[src/rtl/instructions.sv]
// Shared debug package: system bus access (SBA) state machine encoding,
// sberror codes, the sbcs register layout and DMI register addresses.
package instructions;

  typedef enum logic [1:0] {
    ST_IDLE = 2'd0,
    ST_REQ  = 2'd1,
    ST_DONE = 2'd2
  } sba_state_e;

  typedef enum logic [2:0] {
    SBERR_NONE    = 3'd0,
    SBERR_TIMEOUT = 3'd1,
    SBERR_BADADDR = 3'd2,
    SBERR_ALIGN   = 3'd3,
    SBERR_SIZE    = 3'd4,
    SBERR_OTHER   = 3'd7
  } sberror_e;

  typedef struct packed {
    logic [2:0] sbversion;
    logic [5:0] zero0;
    logic       sbbusyerror;
    logic       sbbusy;
    logic       sbreadonaddr;
    logic [2:0] sbaccess;
    logic       sbautoincrement;
    logic       sbreadondata;
    logic [2:0] sberror;
    logic [6:0] sbasize;
    logic [4:0] sbaccess_sizes;
  } sbcs_t;

  localparam logic [6:0] ADDR_SBCS       = 7'h38;
  localparam logic [6:0] ADDR_SBADDRESS0 = 7'h39;
  localparam logic [6:0] ADDR_SBDATA0    = 7'h3C;

  localparam logic [2:0] SBACCESS_RESET  = 3'd2;

  // True when the byte address is not naturally aligned for the access size.
  function automatic logic misaligned(input logic [2:0] acc, input logic [1:0] a);
    case (acc)
      3'd1:    return a[0];
      3'd2:    return |a;
      default: return 1'b0;
    endcase
  endfunction

endpackage

[src/rtl/sba_lanes.sv]
// Byte-lane steering for system bus accesses: byte enables and write data
// replication on the way out, lane extraction and zero-extension on the way in.
module sba_lanes (
  input  logic [2:0]  access,
  input  logic [1:0]  addr_lo,
  input  logic [31:0] wdata_in,
  input  logic [31:0] rdata_in,
  output logic [3:0]  be,
  output logic [31:0] wdata_out,
  output logic [31:0] rdata_out
);

  logic [31:0] shifted;

  // Select lanes by access size; word is the fallback for any other size.
  always_comb begin
    shifted   = rdata_in >> {addr_lo, 3'b000};
    be        = 4'b1111;
    wdata_out = wdata_in;
    rdata_out = rdata_in;
    case (access)
      3'd0: begin
        be        = 4'b0001 << addr_lo;
        wdata_out = {4{wdata_in[7:0]}};
        rdata_out = {24'b0, shifted[7:0]};
      end
      3'd1: begin
        be        = 4'b0011 << addr_lo;
        wdata_out = {2{wdata_in[15:0]}};
        rdata_out = {16'b0, shifted[15:0]};
      end
      default: begin
        be        = 4'b1111;
        wdata_out = wdata_in;
        rdata_out = rdata_in;
      end
    endcase
  end

endmodule

[src/rtl/sba_ctrl.sv]
// System bus access controller for a RISC-V debug module: sbcs / sbaddress0 /
// sbdata0 registers on the DMI side, a single-outstanding request/ack bus on
// the other. Bus handshake: bus_req and the address/data/enable outputs are
// held stable from the cycle after a start until the cycle bus_ack is seen;
// bus_ack is a one-cycle pulse carrying bus_rdata and bus_err.
// Build option: define SBA_TIMEOUT_EN to abort accesses that see no bus_ack
// within TIMEOUT_CYCLES cycles (sberror=1).
module sba_ctrl
  import instructions::*;
#(
  parameter int unsigned TIMEOUT_CYCLES = 255
) (
  input  logic        clk,
  input  logic        rst,
  input  logic        sba_clr,
  input  logic        reg_wr,
  input  logic        reg_rd,
  input  logic [6:0]  reg_addr,
  input  logic [31:0] reg_wdata,
  output logic [31:0] reg_rdata,
  output logic        bus_req,
  output logic        bus_we,
  output logic [31:0] bus_addr,
  output logic [3:0]  bus_be,
  output logic [31:0] bus_wdata,
  input  logic        bus_ack,
  input  logic [31:0] bus_rdata,
  input  logic        bus_err
);

  sba_state_e  state;
  logic        bus_req_q;
  logic [2:0]  acc_q;
  logic [31:0] rdata_q;
  sberror_e    err_q;

  logic        busyerror, readonaddr, autoinc, readondata;
  logic [2:0]  sbaccess, sberror;
  logic [31:0] sbaddress0, sbdata0;

  logic        wr_sbcs, wr_addr, wr_data, rd_data;
  logic        busy, blocked, start_rd, start_wr, start_req;
  logic        size_err, align_err, go;
  logic [31:0] start_addr;
  logic [2:0]  lane_access;
  logic [1:0]  lane_addr;
  logic [3:0]  lane_be;
  logic [31:0] lane_wdata, lane_rdata;
  logic        tmo_hit;
  sbcs_t       sbcs_view;

  // DMI decode and start qualification.
  always_comb begin
    wr_sbcs    = reg_wr && (reg_addr == ADDR_SBCS);
    wr_addr    = reg_wr && (reg_addr == ADDR_SBADDRESS0);
    wr_data    = reg_wr && (reg_addr == ADDR_SBDATA0);
    rd_data    = reg_rd && (reg_addr == ADDR_SBDATA0);
    busy       = (state != ST_IDLE);
    blocked    = (sberror != 3'd0) || busyerror;
    start_rd   = !busy && !blocked && ((wr_addr && readonaddr) || (rd_data && readondata));
    start_wr   = !busy && !blocked && wr_data;
    start_req  = start_rd || start_wr;
    start_addr = wr_addr ? reg_wdata : sbaddress0;
    size_err   = (sbaccess > 3'd2);
    align_err  = misaligned(sbaccess, start_addr[1:0]);
    go         = start_req && !size_err && !align_err;
    // Idle: steer for the access being started; busy: for the one in flight.
    lane_access = busy ? acc_q : sbaccess;
    lane_addr   = busy ? bus_addr[1:0] : start_addr[1:0];
  end

  sba_lanes u_lanes (
    .access    (lane_access),
    .addr_lo   (lane_addr),
    .wdata_in  (reg_wdata),
    .rdata_in  (rdata_q),
    .be        (lane_be),
    .wdata_out (lane_wdata),
    .rdata_out (lane_rdata)
  );

  // A clear pulse must take bus_req down in the cycle it is seen.
  assign bus_req = bus_req_q && !sba_clr;

`ifdef SBA_TIMEOUT_EN
  localparam int unsigned TMO_W = $clog2(TIMEOUT_CYCLES + 1);
  logic [TMO_W-1:0] tmo_cnt;

  // Count cycles spent waiting in REQ; restarts on every new access.
  always_ff @(posedge clk or posedge rst) begin
    if (rst) begin
      tmo_cnt <= '0;
    end else if (state != ST_REQ) begin
      tmo_cnt <= '0;
    end else begin
      tmo_cnt <= tmo_cnt + 1'b1;
    end
  end

  assign tmo_hit = (state == ST_REQ) && (tmo_cnt == TMO_W'(TIMEOUT_CYCLES - 1));
`else
  // The limit only matters when the watchdog is built in.
  logic unused_timeout;
  assign unused_timeout = ^TIMEOUT_CYCLES;
  assign tmo_hit = 1'b0;
`endif

  // Access FSM and registered bus outputs.
  always_ff @(posedge clk or posedge rst) begin
    if (rst) begin
      state     <= ST_IDLE;
      bus_req_q <= 1'b0;
      bus_we    <= 1'b0;
      bus_addr  <= '0;
      bus_be    <= '0;
      bus_wdata <= '0;
      acc_q     <= SBACCESS_RESET;
      rdata_q   <= '0;
      err_q     <= SBERR_NONE;
    end else if (sba_clr) begin
      state     <= ST_IDLE;
      bus_req_q <= 1'b0;
      bus_we    <= 1'b0;
      bus_addr  <= '0;
      bus_be    <= '0;
      bus_wdata <= '0;
      acc_q     <= SBACCESS_RESET;
      rdata_q   <= '0;
      err_q     <= SBERR_NONE;
    end else begin
      case (state)
        ST_IDLE: begin
          if (go) begin
            state     <= ST_REQ;
            bus_req_q <= 1'b1;
            bus_we    <= start_wr;
            bus_addr  <= start_addr;
            bus_be    <= lane_be;
            bus_wdata <= start_wr ? lane_wdata : 32'h0;
            acc_q     <= sbaccess;
          end
        end
        ST_REQ: begin
          if (bus_ack) begin
            state     <= ST_DONE;
            bus_req_q <= 1'b0;
            rdata_q   <= bus_rdata;
            err_q     <= bus_err ? SBERR_BADADDR : SBERR_NONE;
          end else if (tmo_hit) begin
            state     <= ST_DONE;
            bus_req_q <= 1'b0;
            err_q     <= SBERR_TIMEOUT;
          end
        end
        ST_DONE: begin
          state <= ST_IDLE;
        end
        default: begin
          state     <= ST_IDLE;
          bus_req_q <= 1'b0;
        end
      endcase
    end
  end

  // Register file: DMI writes, start-check errors, busy collisions and
  // the completion update in DONE (which wins over a same-cycle sbcs clear).
  always_ff @(posedge clk or posedge rst) begin
    if (rst) begin
      busyerror  <= 1'b0;
      readonaddr <= 1'b0;
      sbaccess   <= SBACCESS_RESET;
      autoinc    <= 1'b0;
      readondata <= 1'b0;
      sberror    <= 3'd0;
      sbaddress0 <= '0;
      sbdata0    <= '0;
    end else if (sba_clr) begin
      busyerror  <= 1'b0;
      readonaddr <= 1'b0;
      sbaccess   <= SBACCESS_RESET;
      autoinc    <= 1'b0;
      readondata <= 1'b0;
      sberror    <= 3'd0;
      sbaddress0 <= '0;
      sbdata0    <= '0;
    end else begin
      if (wr_sbcs) begin
        readonaddr <= reg_wdata[20];
        sbaccess   <= reg_wdata[19:17];
        autoinc    <= reg_wdata[16];
        readondata <= reg_wdata[15];
        if (reg_wdata[22]) busyerror <= 1'b0;
        sberror    <= sberror & ~reg_wdata[14:12];
      end
      if (busy) begin
        if (wr_addr || wr_data || rd_data) busyerror <= 1'b1;
      end else begin
        if (wr_addr) sbaddress0 <= reg_wdata;
        if (wr_data) sbdata0    <= reg_wdata;
        if (start_req && size_err)       sberror <= SBERR_SIZE;
        else if (start_req && align_err) sberror <= SBERR_ALIGN;
      end
      if (state == ST_DONE) begin
        if (err_q != SBERR_NONE) begin
          sberror <= err_q;
        end else begin
          if (!bus_we) sbdata0 <= lane_rdata;
          if (autoinc) sbaddress0 <= sbaddress0 + (32'd1 << acc_q);
        end
      end
    end
  end

  // Combinational DMI readback.
  always_comb begin
    sbcs_view                 = '0;
    sbcs_view.sbversion       = 3'd1;
    sbcs_view.sbbusyerror     = busyerror;
    sbcs_view.sbbusy          = busy;
    sbcs_view.sbreadonaddr    = readonaddr;
    sbcs_view.sbaccess        = sbaccess;
    sbcs_view.sbautoincrement = autoinc;
    sbcs_view.sbreadondata    = readondata;
    sbcs_view.sberror         = sberror;
    sbcs_view.sbasize         = 7'd32;
    sbcs_view.sbaccess_sizes  = 5'b00111;
    case (reg_addr)
      ADDR_SBCS:       reg_rdata = sbcs_view;
      ADDR_SBADDRESS0: reg_rdata = sbaddress0;
      ADDR_SBDATA0:    reg_rdata = sbdata0;
      default:         reg_rdata = 32'h0;
    endcase
  end

endmodule
[config.mk]
export PLATFORM = sky130hd
export DESIGN_NAME = sba_ctrl
export DESIGN_NICKNAME = d
export VERILOG_FILES = /design/src/rtl/instructions.sv /design/src/rtl/sba_lanes.sv /design/src/rtl/sba_ctrl.sv
export SDC_FILE = /design/constraint.sdc
export NUM_CORES = 1
export LEC_CHECK = 0
export BUFFER_PORTS_ARGS = -buffer_cell sky130_fd_sc_hd__clkbuf_2
export CAP_MARGIN = 20
export CORE_MARGIN = 2
export CORE_UTILIZATION = 34
export CTS_CLUSTER_DIAMETER = 60
export CTS_CLUSTER_SIZE = 24
export DETAILED_ROUTE_END_ITERATION = 8
export SLEW_MARGIN = 5
export SYNTH_ARGS = -nofsm -noshare
export SYNTH_HDL_FRONTEND = slang
export SYNTH_SLANG_ARGS = --single-unit
[constraint.sdc]
create_clock -name clk -period 4.87 [get_ports clk]
set_input_delay 0.2435 -clock clk [delete_from_list [all_inputs] [get_ports clk]]
set_output_delay 0.2435 -clock clk [all_outputs]
set_load 0.1 [all_outputs]
### Word level (Yosys, flattened, before mapping)

Cells that the tools add are included.

| storage, ports and cells | value |
|---|---|
| logic and storage cells | 145 |
| output and inout bits | 102 |
| bits in registers | 184 |
| bits of input ports | 78 |

| operators by class | value |
|---|---|
| reduce and logical (&&, ||, !) cells | 39 |
| multiplexer cells | 70 |
| bitwise operators | 2 |
| eq/ne operators | 11 |
| magnitude comparators | 1 |
| shifts and indexed selects | 4 |
| $add $sub $neg | 1 |

Operator list:

| cell | number |
|---|---|
| two-way mux 32 bit | 22 |
| one-hot mux 32 bit (2 select lines) | 2 |
| one-hot mux 32 bit (3 select lines) | 1 |
| two-way mux 3 bit | 16 |
| adder 32 bit | 1 |
| << shifter 1 x 3 -> 32 bit, first input constant | 1 |
| >> shifter 32 x 5 -> 16 bit | 1 |
| equality test 7 x 6 -> 1 bit, second input constant | 3 |
| two-way mux 1 bit | 17 |
| logical AND 1 bit | 14 |
| two-way mux 4 bit | 3 |
| nonzero test 2 bit | 6 |
| two-way mux 2 bit | 5 |
| one-hot mux 4 bit (2 select lines) | 1 |
| equality test 3 x 1 -> 1 bit, second input constant | 2 |
| != test 3 bit, second input constant | 2 |
| AND reduction 2 bit | 3 |
| nonzero test 3 bit | 2 |
| zero test 1 bit | 5 |
| logical OR 1 bit | 5 |
| one-hot mux 2 bit (2 select lines) | 1 |
| << shifter 1 x 2 -> 4 bit, first input constant | 1 |
| << shifter 2 x 2 -> 4 bit, first input constant | 1 |
| AND 3 bit | 1 |
| other kinds (12) | 12 |

### Longest topological paths before layout

| depth | value |
|---|---|
| depth after elaboration | 13 |
| mapped depth | 12 |
| gate-level depth less buffers | 10 |

### Modules after synthesis

From an unflattened synthesis, not the netlist that was laid out.

| second synthesis, totals | value |
|---|---|
| cell total of the unflattened synthesis | 1276 |
| area, all modules | 11267.1 um2 |

By module, submodules not included:

| module | instances | sequential area each (um2) | area each (um2) | cells each |
|---|---|---|---|---|
| sba_ctrl | 1 | 4556.9 | 10110.9 | 1116 |
| sba_lanes | 1 | 0.0 | 1156.1 | 160 |

### Least setup slack after synthesis

Ideal clock, no wire load.

| timing path | value |
|---|---|
| kind | register -> register |
| start | register acc_q[0] |
| end | register sbaddress0[16] |
| required time | 4.788 ns |
| slack | 2.074 ns |
| buffers on the path | 2 |
| period minus slack after synthesis | 2.796 ns |
| cell stages (with the launch flop) | 13 |
| library setup time | 0.082 ns |
| arrival time | 2.714 ns |
| cells stage by stage | dfrtp_1 > clkbuf_1 > nor3_1 > ha_1 > inv_1 > fa_1 > nor2b_1 > o21ai_1 > a21o_1 > a21bo_2 > clkbuf_1 > or4_1 > a31oi_1 |

| on the way | value |
|---|---|
| cells in the longest elaborated chain, start to end | 6 |

Ends and longest elaborated chain:

| element | line | source |
|---|---|---|
| start, declared | sba_ctrl.sv:33 | `logic [2:0] acc_q;` |
| start signal, assigned | sba_ctrl.sv:140 | `acc_q <= sbaccess;` |
| << shifter 1 x 3 -> 32 bit | sba_ctrl.sv:209 | `if (autoinc) sbaddress0 <= sbaddress0 + (32'd1 << acc_q);` |
| adder 32 bit | sba_ctrl.sv:209 |  |
| two-way mux 32 bit | sba_ctrl.sv:209 |  |
| two-way mux 32 bit | sba_ctrl.sv:205 | `if (err_q != SBERR_NONE) begin` |
| two-way mux 32 bit | sba_ctrl.sv:204 | `if (state == ST_DONE) begin` |
| two-way mux 32 bit | sba_ctrl.sv:178 | `end else if (sba_clr) begin` |
| end signal, assigned | sba_ctrl.sv:199 | `if (wr_addr) sbaddress0 <= reg_wdata;` |
| end signal, assigned | sba_ctrl.sv:209 |  |
| end, declared | sba_ctrl.sv:39 | `logic [31:0] sbaddress0, sbdata0;` |

Every way passes these cells.
A chain may end at the register's enable or synchronous reset.

### Worst setup path after layout

| timing path | value |
|---|---|
| start | input reg_addr[2] |
| end | register bus_addr[24] |

| on the way | value |
|---|---|
| cells in the longest elaborated chain, start to end | 10 |
| elaborated cells on any way between the ends | 22 |
| classes of those cells | 2 x eq/ne; 5 x mux; 15 x reduce/logical |

Ends and longest elaborated chain:

| element | line | source |
|---|---|---|
| start, declared | sba_ctrl.sv:18 | `input logic [6:0] reg_addr,` |
| branches (longest 10 deep; another with two-way mux 32 bit) | n/a |  |
| end signal, assigned | sba_ctrl.sv:137 | `bus_addr <= start_addr;` |
| end, declared | sba_ctrl.sv:23 | `output logic [31:0] bus_addr,` |

Several ways; the timed one is not identified. The select of a mux whose other input is x is not followed.

==> results.py <==
metrics = {
    "cts": {
        "clock_path_buffers": 2,
        "htree_levels": 4,
        "cts_root_buf": "clkbuf_16",
        "numCtsBuffers": 17,
        "cts_hold_buf": 4,
        "clkLatencyLatePin_ns": 0.45,
        "ctsResizeCount": 0,
        "cts_sinks": 182,
        "cts_tree": "yes",
        "post-cts-setup-buffers": 0,
        "path_clk_slew_ns": 0.08,
    },
    "die": {
        "fp-row-count": 64,
        "fp.dieH_microns": 181,
        "die_w_microns": 181,
        "num_io_pins": 180,
        "coreArea_sq_mm": 0.0307,
        "die_area_sq_mm": 0.0327,
        "start_util": 0.346,
    },
    "setup_path": {
        "worstReg2RegStart": "acc_q[1]$_DFFE_PP1P_",
        "rr_endpoint": "sbaddress0[29]$_DFF_PP0_",
        "arrival_ns": 3.77,
        "r2r_setup_slack_ns": 1.69,
        "cp.required_ns": 5.23,
        "startpoint_type": "input port",
        "cp_max_fo": 41,
        "path_class": "input port to flop",
        "critPathCaptureType": "flop",
        "reg2reg_depth": 10,
    },
    "sta": {
        "finalCritPeriodShare": 0.701,
        "finalSetupViolCount": 0,
        "finalMaxSlewViolations": 0,
        "finalHoldViolCount": 0,
        "rsz0062_at_grt": "false",
        "final.setup.tns_ns": 0,
        "max_slew_margin": 0.309,
        "fin_skew_ns": 0.0186,
        "clock.fmax_mhz": 293,
        "final.min_clock_period_ns": 3.41,
        "tightest_slew_ns": 1.04,
    },
    "yosys": {
        "yosysMostFrequentCell": "nand2_1",
        "netlist_area_sq_mm": 0.0106,
        "synth_ff_type": "dfrtp_1",
        "seq_area_frac_synth": 0.428,
        "syn_inst": 1165,
        "ys_ff_latch": 182,
        "synth_area_leader_cell": "dfrtp_1",
        "synth_edf_count": 0,
        "synth_warnings": 0,
        "synthTopCellsByCount": "196 x nand2_1, 180 x dfrtp_1, 124 x a21oi_1",
        "synth.avg_cell_area_sq_um": 9.14,
        "synth_area_leaders": "dfrtp_1 42%, mux2i_1 7.1%, nand2_1 6.9%",
        "synthesis.nets": 1252,
        "yosys.cell_types.count": 75,
        "synthArstFlopShare": 1.00,
        "synth_top_area_frac": 0.423,
    },
    "placement": {
        "dp_cells": 1661,
        "io_buffers": 179,
        "place_area_sq_mm": 0.0118,
        "hpwlAfterDp_microns": 29000,
        "gp_congestion": 0.939,
    },
    "drt": {
        "drt_iter0_markers": 1032,
        "avgRoutedWirePerCell_microns": 23.6,
        "postRouteAntennaNets": 0,
        "drt_wl_total_microns": 40100,
        "dr.pass1.iters": 6,
        "viasPerCell": 5.93,
        "drc_errors": 0,
        "num_vias": 10069,
    },
    "global_route": {
        "grt_max_degree": 183,
        "grt_pass1_vias": 9661,
        "grt_pass1_wl_microns": 60400,
        "antenna_found_initial": 0,
        "grt_usage": 0.243,
        "grt-ovfl-total": 0,
    },
    "power_and_ir_drop": {
        "total_power_mw": 3.10,
        "power_density_mw_per_mm2": 249,
        "leakage_nw": 5.29,
        "ir_worst_vdd_uv": 205,
    },
    "layout": {
        "antennaDiodeCount": 0,
        "nFillCells": 3147,
        "area_growth_syn_to_layout_pct": 16.9,
        "final_nets": 1375,
        "fin_area_sq_mm": 0.0124,
        "finalNonFillerCells": 1697,
        "layout-drive-gt1-share": 0.226,
    },
    "hold_path": {
        "hp-class": "input port to flop",
        "min_path_cells": 3,
        "min_from": "bus_rdata[14]",
        "min_to": "rdata_q[14]$_DFFE_PP0P_",
    },
    "run_status": {
        "status": "finished clean",
    },
    "job": {
        "maxCapViolCount": 0,
    },
}
[cell usage in the layout (no fill, tap or decap), types with 12 or more instances in the layout]
| cell type | n |
|---|---|
| clkbuf_2 | 178 |
| a311oi_1 | 22 |
| clkbuf_16 | 17 |
| inv_1 | 17 |
| mux2i_1 | 74 |
| a31oi_1 | 16 |
| nor2_1 | 76 |
| a21oi_1 | 124 |
| o21ai_0 | 16 |
| buf_4 | 18 |
| mux2_2 | 25 |
| nor2b_1 | 12 |
| o2bb2ai_1 | 40 |
| a22o_1 | 29 |
| nand3_1 | 22 |
| nand2_1 | 196 |
| dfrtp_1 | 180 |
| or4_1 | 13 |
| or3_1 | 13 |
[logic make-up after synthesis]
kind of cell | Yosys count | synth area share
and+or+nand+nor | 405 | 0.181
AOI/OAI and AO/OA | 349 | 0.234
adders and majority gates | 9 | 0.0113
buffers and inverters | 115 | 0.0448
xor gates and xnor gates | 5 | 0.00411
DFF | 182 | 0.428
muxes | 100 | 0.0970
[per-stage QoR]
step                utilization  worst slack [ns]  hold WS [ns]
global route              0.405              1.20        0.0203
global placement          0.385              1.10         0.469
finish                    0.405              1.46        0.0108
detailed placement        0.385              1.07         0.466
floorplan                     -              2.07         0.369
CTS                       0.405              1.50       0.00125
[critical path: stages]
cell and delay (ns):
clkbuf_2 0.33, nand4bb_1 0.38, nor2_4 0.16, buf_4 0.55, mux2i_1 0.25, a221oi_4 0.77
nand2_1 0.47, buf_4 0.38, o2bb2ai_1 0.21
[layer usage]
metal  vias to the layer above  global-route usage  wire, microns
met5                         -                   0              0
met3                        94              0.0381           3000
li1                       4527                   -              -
met2                       543               0.387          18700
met4                         0              0.0917           1420
met1                      4905               0.333          17000
[report_power, final]
part	leakage, nW	switching [mW]	internal [mW]	total [mW]
Sequential	2.54	0.00304	1.51	1.52
Clock	0.270	0.699	0.681	1.38
Combinational	2.49	0.151	0.0497	0.201
[state kept, by name, indices dropped and copies added, names as in the netlist]
signal,count
sbaddress0,32
sbdata0,32
bus_req_q,1
bus_be,4
acc_q,3
state,2
bus_wdata,32
sberror,3
bus_addr,32
err_q,1
autoinc,1
busyerror,1
rdata_q,32
readonaddr,1
bus_we,1
sbaccess,3
readondata,1
[final cells by class]
type	count	area [sq um]	area share
clock inverters	14	139	0.0112
clock buffers	18	429	0.0345
repair buffers	201	1090	0.0873
well taps	396	495	0.0398
inverters	18	71.3	0.00573
multi-input cells	868	5660	0.455
flip-flops and latches	182	4560	0.366
[worst max path at each step]
stage / start / endpoint / slack (ns) / cells past startpoint
2_1_floorplan: acc_q[0]$_DFFE_PP0P_ / sbaddress0[16]$_DFF_PP0_ / 2.07 / 12
3_3_place_gp: reg_addr[2] / acc_q[1]$_DFFE_PP1P_ / 1.10 / 9
3_5_place_dp: reg_addr[2] / bus_addr[18]$_DFFE_PP0P_ / 1.07 / 9
4_1_cts: reg_addr[2] / bus_addr[29]$_DFFE_PP0P_ / 1.50 / 9
5_1_grt: reg_addr[2] / bus_addr[29]$_DFFE_PP0P_ / 1.20 / 9
6_report: reg_addr[2] / bus_addr[24]$_DFFE_PP0P_ / 1.46 / 9
(Power assumes the default switching activity.)
